[src/rtl/alsu_pkg.sv]
// Shared definitions for the ALSU command path: opcodes, command width,
// cmd_data field positions and the command-filter predicate.
package alsu_pkg;

  localparam int CMD_W = 16;

  localparam logic [2:0] OP_AND    = 3'd0;
  localparam logic [2:0] OP_XOR    = 3'd1;
  localparam logic [2:0] OP_ADD    = 3'd2;
  localparam logic [2:0] OP_MULT   = 3'd3;
  localparam logic [2:0] OP_SHIFT  = 3'd4;
  localparam logic [2:0] OP_ROTATE = 3'd5;

  localparam int OPC_HI = 15;
  localparam int OPC_LO = 13;
  localparam int A_HI   = 12;
  localparam int A_LO   = 10;
  localparam int B_HI   = 9;
  localparam int B_LO   = 7;
  localparam int CIN_B  = 6;
  localparam int SIN_B  = 5;
  localparam int DIR_B  = 4;
  localparam int RA_B   = 3;
  localparam int RB_B   = 2;
  localparam int BA_B   = 1;
  localparam int BB_B   = 0;

  // Commands the ALSU cannot execute meaningfully: undefined opcodes (above
  // ROTATE), or a reduction request on an opcode other than AND/XOR.
  function automatic logic cmd_filtered(input logic [CMD_W-1:0] c);
    logic [2:0] opc;
    opc = c[OPC_HI:OPC_LO];
    return (opc > OP_ROTATE) || ((c[RA_B] | c[RB_B]) && (opc > OP_XOR));
  endfunction

endpackage

[src/rtl/alsu_cmd_fifo.sv]
// Synchronous command FIFO with push/pop/flush and exact occupancy level.
// Flush (and reset) clear pointers and level; storage is not cleared.
module alsu_cmd_fifo #(
  parameter int DEPTH = 8,
  parameter int W     = 16,
  parameter int LVL_W = $clog2(DEPTH + 1)
) (
  input  logic             clk,
  input  logic             rst,
  input  logic             push,
  input  logic             pop,
  input  logic             flush,
  input  logic [W-1:0]     wdata,
  output logic [W-1:0]     rdata,
  output logic             full,
  output logic             empty,
  output logic [LVL_W-1:0] level
);
  localparam int PW = $clog2(DEPTH);

  logic [W-1:0]     mem_q [DEPTH];
  logic [PW-1:0]    wr_q, rd_q;
  logic [LVL_W-1:0] lvl_q;

  // Pointer and level bookkeeping; pointers wrap naturally (DEPTH is 2^n).
  always_ff @(posedge clk) begin
    if (rst || flush) begin
      wr_q  <= '0;
      rd_q  <= '0;
      lvl_q <= '0;
    end else begin
      if (push) wr_q <= wr_q + PW'(1);
      if (pop)  rd_q <= rd_q + PW'(1);
      case ({push, pop})
        2'b10:   lvl_q <= lvl_q + LVL_W'(1);
        2'b01:   lvl_q <= lvl_q - LVL_W'(1);
        default: lvl_q <= lvl_q;
      endcase
    end
  end

  // Storage write; callers never push during flush or when full.
  always_ff @(posedge clk) begin
    if (push) mem_q[wr_q] <= wdata;
  end

  assign rdata = mem_q[rd_q];
  assign full  = (lvl_q == LVL_W'(DEPTH));
  assign empty = (lvl_q == '0);
  assign level = lvl_q;

endmodule

[src/rtl/alsu_cmd_seq.sv]
// ALSU command sequencer: buffers packed commands and issues one per cycle
// onto registered ALSU pins with an issue strobe and rolling tag.
// Optional feature: define ALSU_SEQ_FILTER_EN to discard unexecutable
// commands at pop time (drop pulse + saturating drop counter).
module alsu_cmd_seq
  import alsu_pkg::*;
#(
  parameter int DEPTH = 8,
  parameter int TAG_W = 4
) (
  input  logic                         clk,
  input  logic                         rst,
  input  logic                         cmd_valid,
  output logic                         cmd_ready,
  input  logic [CMD_W-1:0]             cmd_data,
  input  logic                         pause,
  input  logic                         flush,
  output logic [2:0]                   opcode,
  output logic [2:0]                   A,
  output logic [2:0]                   B,
  output logic                         cin,
  output logic                         serial_in,
  output logic                         direction,
  output logic                         red_op_A,
  output logic                         red_op_B,
  output logic                         bypass_A,
  output logic                         bypass_B,
  output logic                         issue_valid,
  output logic [TAG_W-1:0]             issue_tag,
  output logic [$clog2(DEPTH+1)-1:0]   level,
  output logic                         drop,
  output logic [7:0]                   drop_cnt
);
  logic             full, empty, push, pop, filt;
  logic [CMD_W-1:0] head;
  logic [CMD_W-1:0] pins_q;
  logic [TAG_W-1:0] tag_q;
  logic             iv_q;

  // Ready looks only at registered fullness and flush, never at cmd_valid.
  assign cmd_ready = !full && !flush;
  assign push      = cmd_valid && cmd_ready;
  assign pop       = !pause && !flush && !empty;

  alsu_cmd_fifo #(.DEPTH(DEPTH), .W(CMD_W)) u_fifo (
    .clk   (clk),
    .rst   (rst),
    .push  (push),
    .pop   (pop),
    .flush (flush),
    .wdata (cmd_data),
    .rdata (head),
    .full  (full),
    .empty (empty),
    .level (level)
  );

`ifdef ALSU_SEQ_FILTER_EN
  logic       drop_q;
  logic [7:0] drop_cnt_q;

  assign filt = cmd_filtered(head);

  // A filtered command still consumes its pop slot; count it, saturating.
  always_ff @(posedge clk) begin
    if (rst) begin
      drop_q     <= 1'b0;
      drop_cnt_q <= '0;
    end else begin
      drop_q <= pop && filt;
      if (pop && filt && (drop_cnt_q != 8'hFF)) drop_cnt_q <= drop_cnt_q + 8'd1;
    end
  end

  assign drop     = drop_q;
  assign drop_cnt = drop_cnt_q;
`else
  assign filt     = 1'b0;
  assign drop     = 1'b0;
  assign drop_cnt = '0;
`endif

  // Issue register: load pins and bump tag only on a real (unfiltered) issue.
  always_ff @(posedge clk) begin
    if (rst) begin
      pins_q <= '0;
      tag_q  <= '0;
      iv_q   <= 1'b0;
    end else begin
      iv_q <= pop && !filt;
      if (pop && !filt) begin
        pins_q <= head;
        tag_q  <= tag_q + TAG_W'(1);
      end
    end
  end

  assign opcode      = pins_q[OPC_HI:OPC_LO];
  assign A           = pins_q[A_HI:A_LO];
  assign B           = pins_q[B_HI:B_LO];
  assign cin         = pins_q[CIN_B];
  assign serial_in   = pins_q[SIN_B];
  assign direction   = pins_q[DIR_B];
  assign red_op_A    = pins_q[RA_B];
  assign red_op_B    = pins_q[RB_B];
  assign bypass_A    = pins_q[BA_B];
  assign bypass_B    = pins_q[BB_B];
  assign issue_valid = iv_q;
  assign issue_tag   = tag_q;

endmodule

[config.mk]
export PLATFORM = sky130hd
export DESIGN_NAME = alsu_cmd_seq
export DESIGN_NICKNAME = d
export VERILOG_FILES = /design/src/rtl/alsu_pkg.sv /design/src/rtl/alsu_cmd_fifo.sv /design/src/rtl/alsu_cmd_seq.sv
export SDC_FILE = /design/constraint.sdc
export NUM_CORES = 1
export LEC_CHECK = 0
export CAP_MARGIN = 10
export CORE_UTILIZATION = 35
export DETAILED_ROUTE_END_ITERATION = 16
export PLACE_DENSITY = 0.53
export SYNTH_ARGS = -nofsm -noshare
export SYNTH_HDL_FRONTEND = slang
export SYNTH_SLANG_ARGS = --single-unit
[constraint.sdc]
create_clock -name clk -period 3.1 [get_ports clk]
set_input_delay 0.62 -clock clk [delete_from_list [all_inputs] [get_ports clk]]
set_output_delay 0.62 -clock clk [all_outputs]
set_load 0.02 [all_outputs]
==> impl_metrics.yaml, run 1 <==
status:
  status: "complete, no violations"
place:
  routabilityCongestion: 0.733
  io_buffers: 46
  dpl-instance-area_um2: 6910
  dpl.hpwl_mm: 7.00
  post-place-ws_ps: 118
pwr:
  seq_power_share_pct: 50.4
  power.share.clock_pct: 46.4
  swShare_pct: 20.8
  power.leakage_nw: 2.42
  p_total_mw: 4.63
  combPwrFrac_pct: 3.2
  power_density_nw_per_um2: 615
  peakVddDrop_mv: 0.428
  internal-power_mw: 3.66
  power.switching_uw: 965
floorplanning:
  rows: 48
  ioPinCount: 56
  die_h_um: 135
  start_util_pct: 35.7
  die_x_um: 135
  core_um2: 17200
  floorplan.die_area_um2: 18100
cts:
  cts_tree: "built"
  root_buffer: "clkbuf_16"
  cts_made_buffers: 17
  cts_max_level: 4
  clock_path_buffers: 2
  hold_buffers: 0
  clk_pin_slew_ps: 60
  clock_sinks: 159
  postCtsSetupRepairBufs: 0
  post_cts_resized: 0
  clkLatencyLatePin_ps: 430
grt:
  gr-max-usage-layer: "met2"
  overflow: 0
  met1_usage_pct: 19.2
  global_route.usage.met2_pct: 24.2
  grt_use_met3_pct: 3.87
  track_usage_pct: 14.9
  grt_pass1_wl_mm: 19.0
  antenna_found_initial: 0
  grt_pass1_vias: 3320
  grt_max_degree: 35
timing:
  setup_tns_ps: 0
  finClkSkew_ps: 5.40
  finalHoldViolCount: 0
  period_needed_ps: 2700
  rsz0062_at_grt: "no"
  fmax_mhz: 371
  setup_slack_ps: 405
  tightest_slew_ps: 647
  setup_violations: 0
  drv_slew: 0
  slew_headroom_pct: 56.8
  period_share_pct: 87.0
route:
  drc: 0
  routedWlPerCell_um: 19.0
  antenna_left: 0
  routed_wl_mm: 12.3
  viasPerCell: 4.94
  first_iter_violations: 174
  num_vias: 3199
  drt_pre_antenna_iters: 4
setup_path:
  crit_arrival_ps: 2080
  end_kind: "output pin"
  reg2reg_depth: 9
  critical_path_class: "in -> out"
  worstPathRequired_ps: 2480
  r2r_end: "u_fifo.level[2]$_SDFFE_PP0P_"
  rrSetupSlack_ps: 410
  startpoint: "flush"
  path_max_fanout: 5
  startpoint_type: "input port"
  worstReg2RegStart: "u_fifo.level[0]$_SDFFE_PP0P_"
flow_run:
  cap_violations: 0
cells_and_area:
  finalInstanceArea_um2: 7520
  drive_above_1_share_pct: 22.5
  diodes: 0
  final_net_count: 436
  area_delta_synth_final_pct: 22.3
synthesis:
  ys_types: 38
  syn-mean-instance-area_um2: 17.8
  seq_area_frac_synth_pct: 72.6
  synth_area_leaders: "edfxtp_1 (63%), mux4_2 (12%), dfxtp_1 (10%)"
  synth_warnings: 0
  synthCells: 346
  synth_top_cell_by_area: "edfxtp_1"
  synth-seq-cells: 159
  synth_top_area_share_pct: 62.5
  syn-cell-area_um2: 6150
worst_hold_path:
  hp-class: "reg -> reg"
  hold_start: "pins_q[0]$_SDFFE_PP0P_"
  worstHoldEndpoint: "pins_q[0]$_SDFFE_PP0P_"
  min_path_cells: 2
-- cell usage in the layout, fill, tap and decap left out, types with 9 or more instances in the layout --
master | netlist | routed
edfxtp_1 | 128 | 128
clkdlybuf4s50_1 | 0 | 46
nor2_1 | 33 | 33
mux4_2 | 32 | 32
dfxtp_1 | 31 | 30
buf_4 | 9 | 18
clkbuf_16 | 0 | 17
o22ai_1 | 16 | 16
nor3_1 | 20 | 16
conb_1 | 1 | 9
-- per-layer routing --
metal	share of wire, %	routed length (um)	up-vias
met5	0	0	-
met4	1.6	192	0
met3	4.4	547	17
met2	49	6050	78
met1	45	5510	1637
li1	-	-	1467
-- area by class of cell --
cell class	count	area (um^2)
Clock buffer	17	425
Clock inverter	15	181
Fill cell	1510	9720
Inverter	1	3.75
Multi-Input combinational cell	165	1550
Sequential cell	159	4470
Tap cell	225	282
Timing Repair Buffer	65	616
-- cell families after synthesis --
| kind of cell | after synthesis | share of synthesized area [%] |
|---|---|---|
| buffers and inverters | 30 | 3.30 |
| DFF | 159 | 72.6 |
| other | 1 | 0.0610 |
| adders and majority gates | 6 | 1.22 |
| and+or+nand+nor | 82 | 6.69 |
| xor gates and xnor gates | 10 | 1.67 |
| muxes | 35 | 12.2 |
| AOI/OAI and AO/OA | 23 | 2.26 |
-- synthesized netlist by cell type --
library cell / n
buf_2: 6
nand3_2: 2
inv_1: 1
nor2_2: 1
nor4_1: 1
o22ai_1: 16
a21oi_1: 3
o21ai_0: 3
nand2b_1: 2
nor4b_1: 2
clkbuf_1: 8
buf_8: 1
or3b_2: 1
buf_6: 5
or4_1: 1
a211o_1: 1
nand4_1: 1
xor2_1: 6
or2_2: 1
mux2i_1: 3
nor2b_1: 2
or3_1: 1
nand3_1: 6
nor2_1: 33
nor4bb_1: 1
and2_1: 1
buf_4: 9
nor3_1: 20
edfxtp_1: 128
xnor2_1: 2
mux4_2: 32
nand2_1: 4
and3_1: 1
xnor2_2: 2
ha_1: 6
conb_1: 1
dfxtp_1: 31
nor3_2: 1
-- worst max path at each step --
stage                                   endpoint  slack (ps)  cells after the start
global placement    u_fifo.level[2]$_SDFFE_PP0P_         170                      9
finish                                 cmd_ready         400                      4
floorplan           u_fifo.mem_q[1][0]$_DFFE_PP_         250                      5
CTS                 u_fifo.level[2]$_SDFFE_PP0P_         400                      9
detailed placement  u_fifo.level[2]$_SDFFE_PP0P_         120                      9
global route        u_fifo.level[2]$_SDFFE_PP0P_         210                      9
-- power groups by stage --
stage / sequential (mW) / combinational [mW] / clock, mW
2_1_floorplan: 2.38 / 0.0724 / 0
3_3_place_gp: 2.38 / 0.145 / 0
3_5_place_dp: 2.38 / 0.150 / 0
4_1_cts: 2.33 / 0.151 / 2.19
5_1_grt: 2.33 / 0.161 / 2.28
6_report: 2.33 / 0.148 / 2.15
-- flip-flops by register name, summed over array words and instances, names as in the netlist --
signal and count:
issue_tag 4, issue_valid 1, pins_q 16, u_fifo.level 4, u_fifo.mem_q 128, u_fifo.rd_q 3
u_fifo.wr_q 3
-- worst max-delay path, stage by stage --
cell and delay [ps]:
clkdlybuf4s50_1 420, buf_4 160, nor2_1 230, clkdlybuf4s50_1 650
-- per-stage QoR --
step           std cells  utilization (%)  hold WS [ps]
2_1_floorplan        354                -           507
3_3_place_gp         615             40.1           475
3_5_place_dp         615             40.1           481
4_1_cts              647             43.6           494
5_1_grt              647             43.6           511
6_report             647             43.6           487
(Power assumes the default switching activity.)
==> inputs of run 2 (changes only) <==
Settings changed: GPL_ROUTABILITY_DRIVEN from default to 0.
==> results of run 2 <==
The final DEF is identical to that of run 1; final timing and power are the same.
==> inputs of run 3 (changes only) <==
Settings changed: CAP_MARGIN 10 to 0, RECOVER_POWER from default to 100.
==> run 3 against run 2 <==
Worst hold slack got worse by 2.8 ps; first-iteration DRC count fell by 1.1%; largest power group unchanged; count of clock-buffer cells in the layout did not move; highest routed layer is now met5.
==> impl_metrics.yaml, run 3 (synthesized netlist as in run 1, its figures left out) <==
grt:
  grt_pass1_vias: 3320
  antenna_found_initial: 3
  grt_max_degree: 35
  track_usage_pct: 14.9
  overflow: 0
  grt_pass1_wl_mm: 19.0
route:
  routed_wl_mm: 12.3
  num_vias: 3197
  antenna_left: 0
  drt_pre_antenna_iters: 4
  first_iter_violations: 172
  viasPerCell: 4.93
  routedWlPerCell_um: 19.0
  drc: 0
cells_and_area:
  drive_above_1_share_pct: 20.6
  final_net_count: 436
  largest_reg_flops: 128
  largest_registers: "u_fifo.mem_q x128, pins_q x16"
  fillerInstances: 1521
  top_register: "u_fifo.mem_q"
  mostFrequentLayoutCell: "edfxtp_1"
  final_cell_mix: "edfxtp_1 (128), dlygate4sd3_1 (43), nor2_1 (33)"
  finalInstanceArea_um2: 7460
  area_delta_synth_final_pct: 21.3
cts:
  cts_made_buffers: 17
  clkLatencyLatePin_ps: 430
  root_buffer: "clkbuf_16"
  hold_buffers: 0
  cts_tree: "built"
  postCtsSetupRepairBufs: 0
  post_cts_resized: 0
  clock_path_buffers: 2
  cts_max_level: 4
  clock_sinks: 159
  clk_pin_slew_ps: 60
setup_path:
  path_max_fanout: 5
  cpMostUsedCell: "dlygate4sd3_1"
  worst_path_largest_cell_delay_ps: 710
  cpMaxStageDelayCell: "dlygate4sd3_1"
  crit_chain: "dlygate4sd3_1 -> clkbuf_1 -> nor2_1 -> dlygate4sd3_1"
  crit_arrival_ps: 2270
  end_kind: "output pin"
  worstPathRequired_ps: 2480
  critical_path_class: "in -> out"
  startpoint_type: "input port"
timing:
  setup_violations: 0
  slew_headroom_pct: 23.8
  tightest_slew_ps: 1140
  finalHoldViolCount: 0
  rsz0062_at_grt: "no"
  finClkSkew_ps: 7.65
  drv_slew: 0
  period_needed_ps: 2890
  fmax_mhz: 346
  period_share_pct: 93.2
  setup_tns_ps: 0
pwr:
  power.leakage_nw: 2.48
  power_density_nw_per_um2: 619
  peakVddDrop_mv: 0.428
floorplanning:
  die_x_um: 135
  start_util_pct: 35.7
  floorplan.die_area_um2: 18100
  rows: 48
  ioPinCount: 56
  core_um2: 17200
  die_h_um: 135
place:
  dpl-instance-area_um2: 6910
  dpl.hpwl_mm: 7.00
  io_buffers: 46
status:
  status: "complete, no violations"
flow_run:
  cap_violations: 0
worst_hold_path:
  hp-class: "reg -> reg"
==> run 3: changes by cell type in the layout (fill, tap and decap cells not counted), moves of 5 or more <==
cell / change
clkbuf_1: +5
clkdlybuf4s50_1: -43
buf_4: -13
clkbuf_2: +8
dlygate4sd3_1: +43
==> run 3: report_power, final <==
part,internal [mW],total (mW),switching (mW)
Sequential,2.32,2.33,0.00892
Combinational,0.0543,0.137,0.0831
Clock,1.28,2.15,0.870
==> run 3: layout make-up <==
class,count,area [um^2],share of cell area (%)
Sequential cell,159,4470,59.8
Inverter,1,3.75,0.0503
Multi-Input combinational cell,165,1520,20.4
Clock inverter,15,181,2.43
Tap cell,225,282,3.77
Clock buffer,17,425,5.70
Antenna cell,2,5.00,0.0671
Timing Repair Buffer,65,577,7.73
==> run 3: through the flow <==
| step | worst slack [ps] | power [mW] | std cells | hold slack [ps] | util [%] |
|---|---|---|---|---|---|
| after detailed placement | 118 | 2.53 | 615 | 481 | 40.1 |
| final | 210 | 4.62 | 649 | 484 | 43.3 |
| after CTS | 397 | 4.68 | 647 | 494 | 43.6 |
| after global placement | 173 | 2.52 | 615 | 475 | 40.1 |
| after global routing | 129 | 4.76 | 648 | 508 | 43.3 |
| after floorplan | 247 | 2.45 | 354 | 507 | - |
==> run 3: worst paths after layout <==
| kind | start | endpoint | slack [ps] | cells past startpoint |
|---|---|---|---|---|
| max reg2reg | u_fifo.level[0]$_SDFFE_PP0P_ | u_fifo.level[2]$_SDFFE_PP0P_ | 370 | 9 |
| min | pins_q[0]$_SDFFE_PP0P_ | pins_q[0]$_SDFFE_PP0P_ | 480 | 2 |
| min reg2reg | pins_q[0]$_SDFFE_PP0P_ | pins_q[0]$_SDFFE_PP0P_ | 480 | 2 |
| max | flush | cmd_ready | 210 | 4 |
==> run 3: routing by layer <==
metal  share of wire (%)  vias up  global-route usage (%)
met5               0.065        -                       0
met4                 1.5        2                    5.99
met3                 5.0       15                    3.87
met2                  49       80                    24.2
met1                  44     1630                    19.2
li1                    -     1470                       -
==> run 3: critical path, delay by kind of cell <==
family,cells,cell delay (ps)
and+or+nand+nor,1,240
buffers and inverters,3,1410
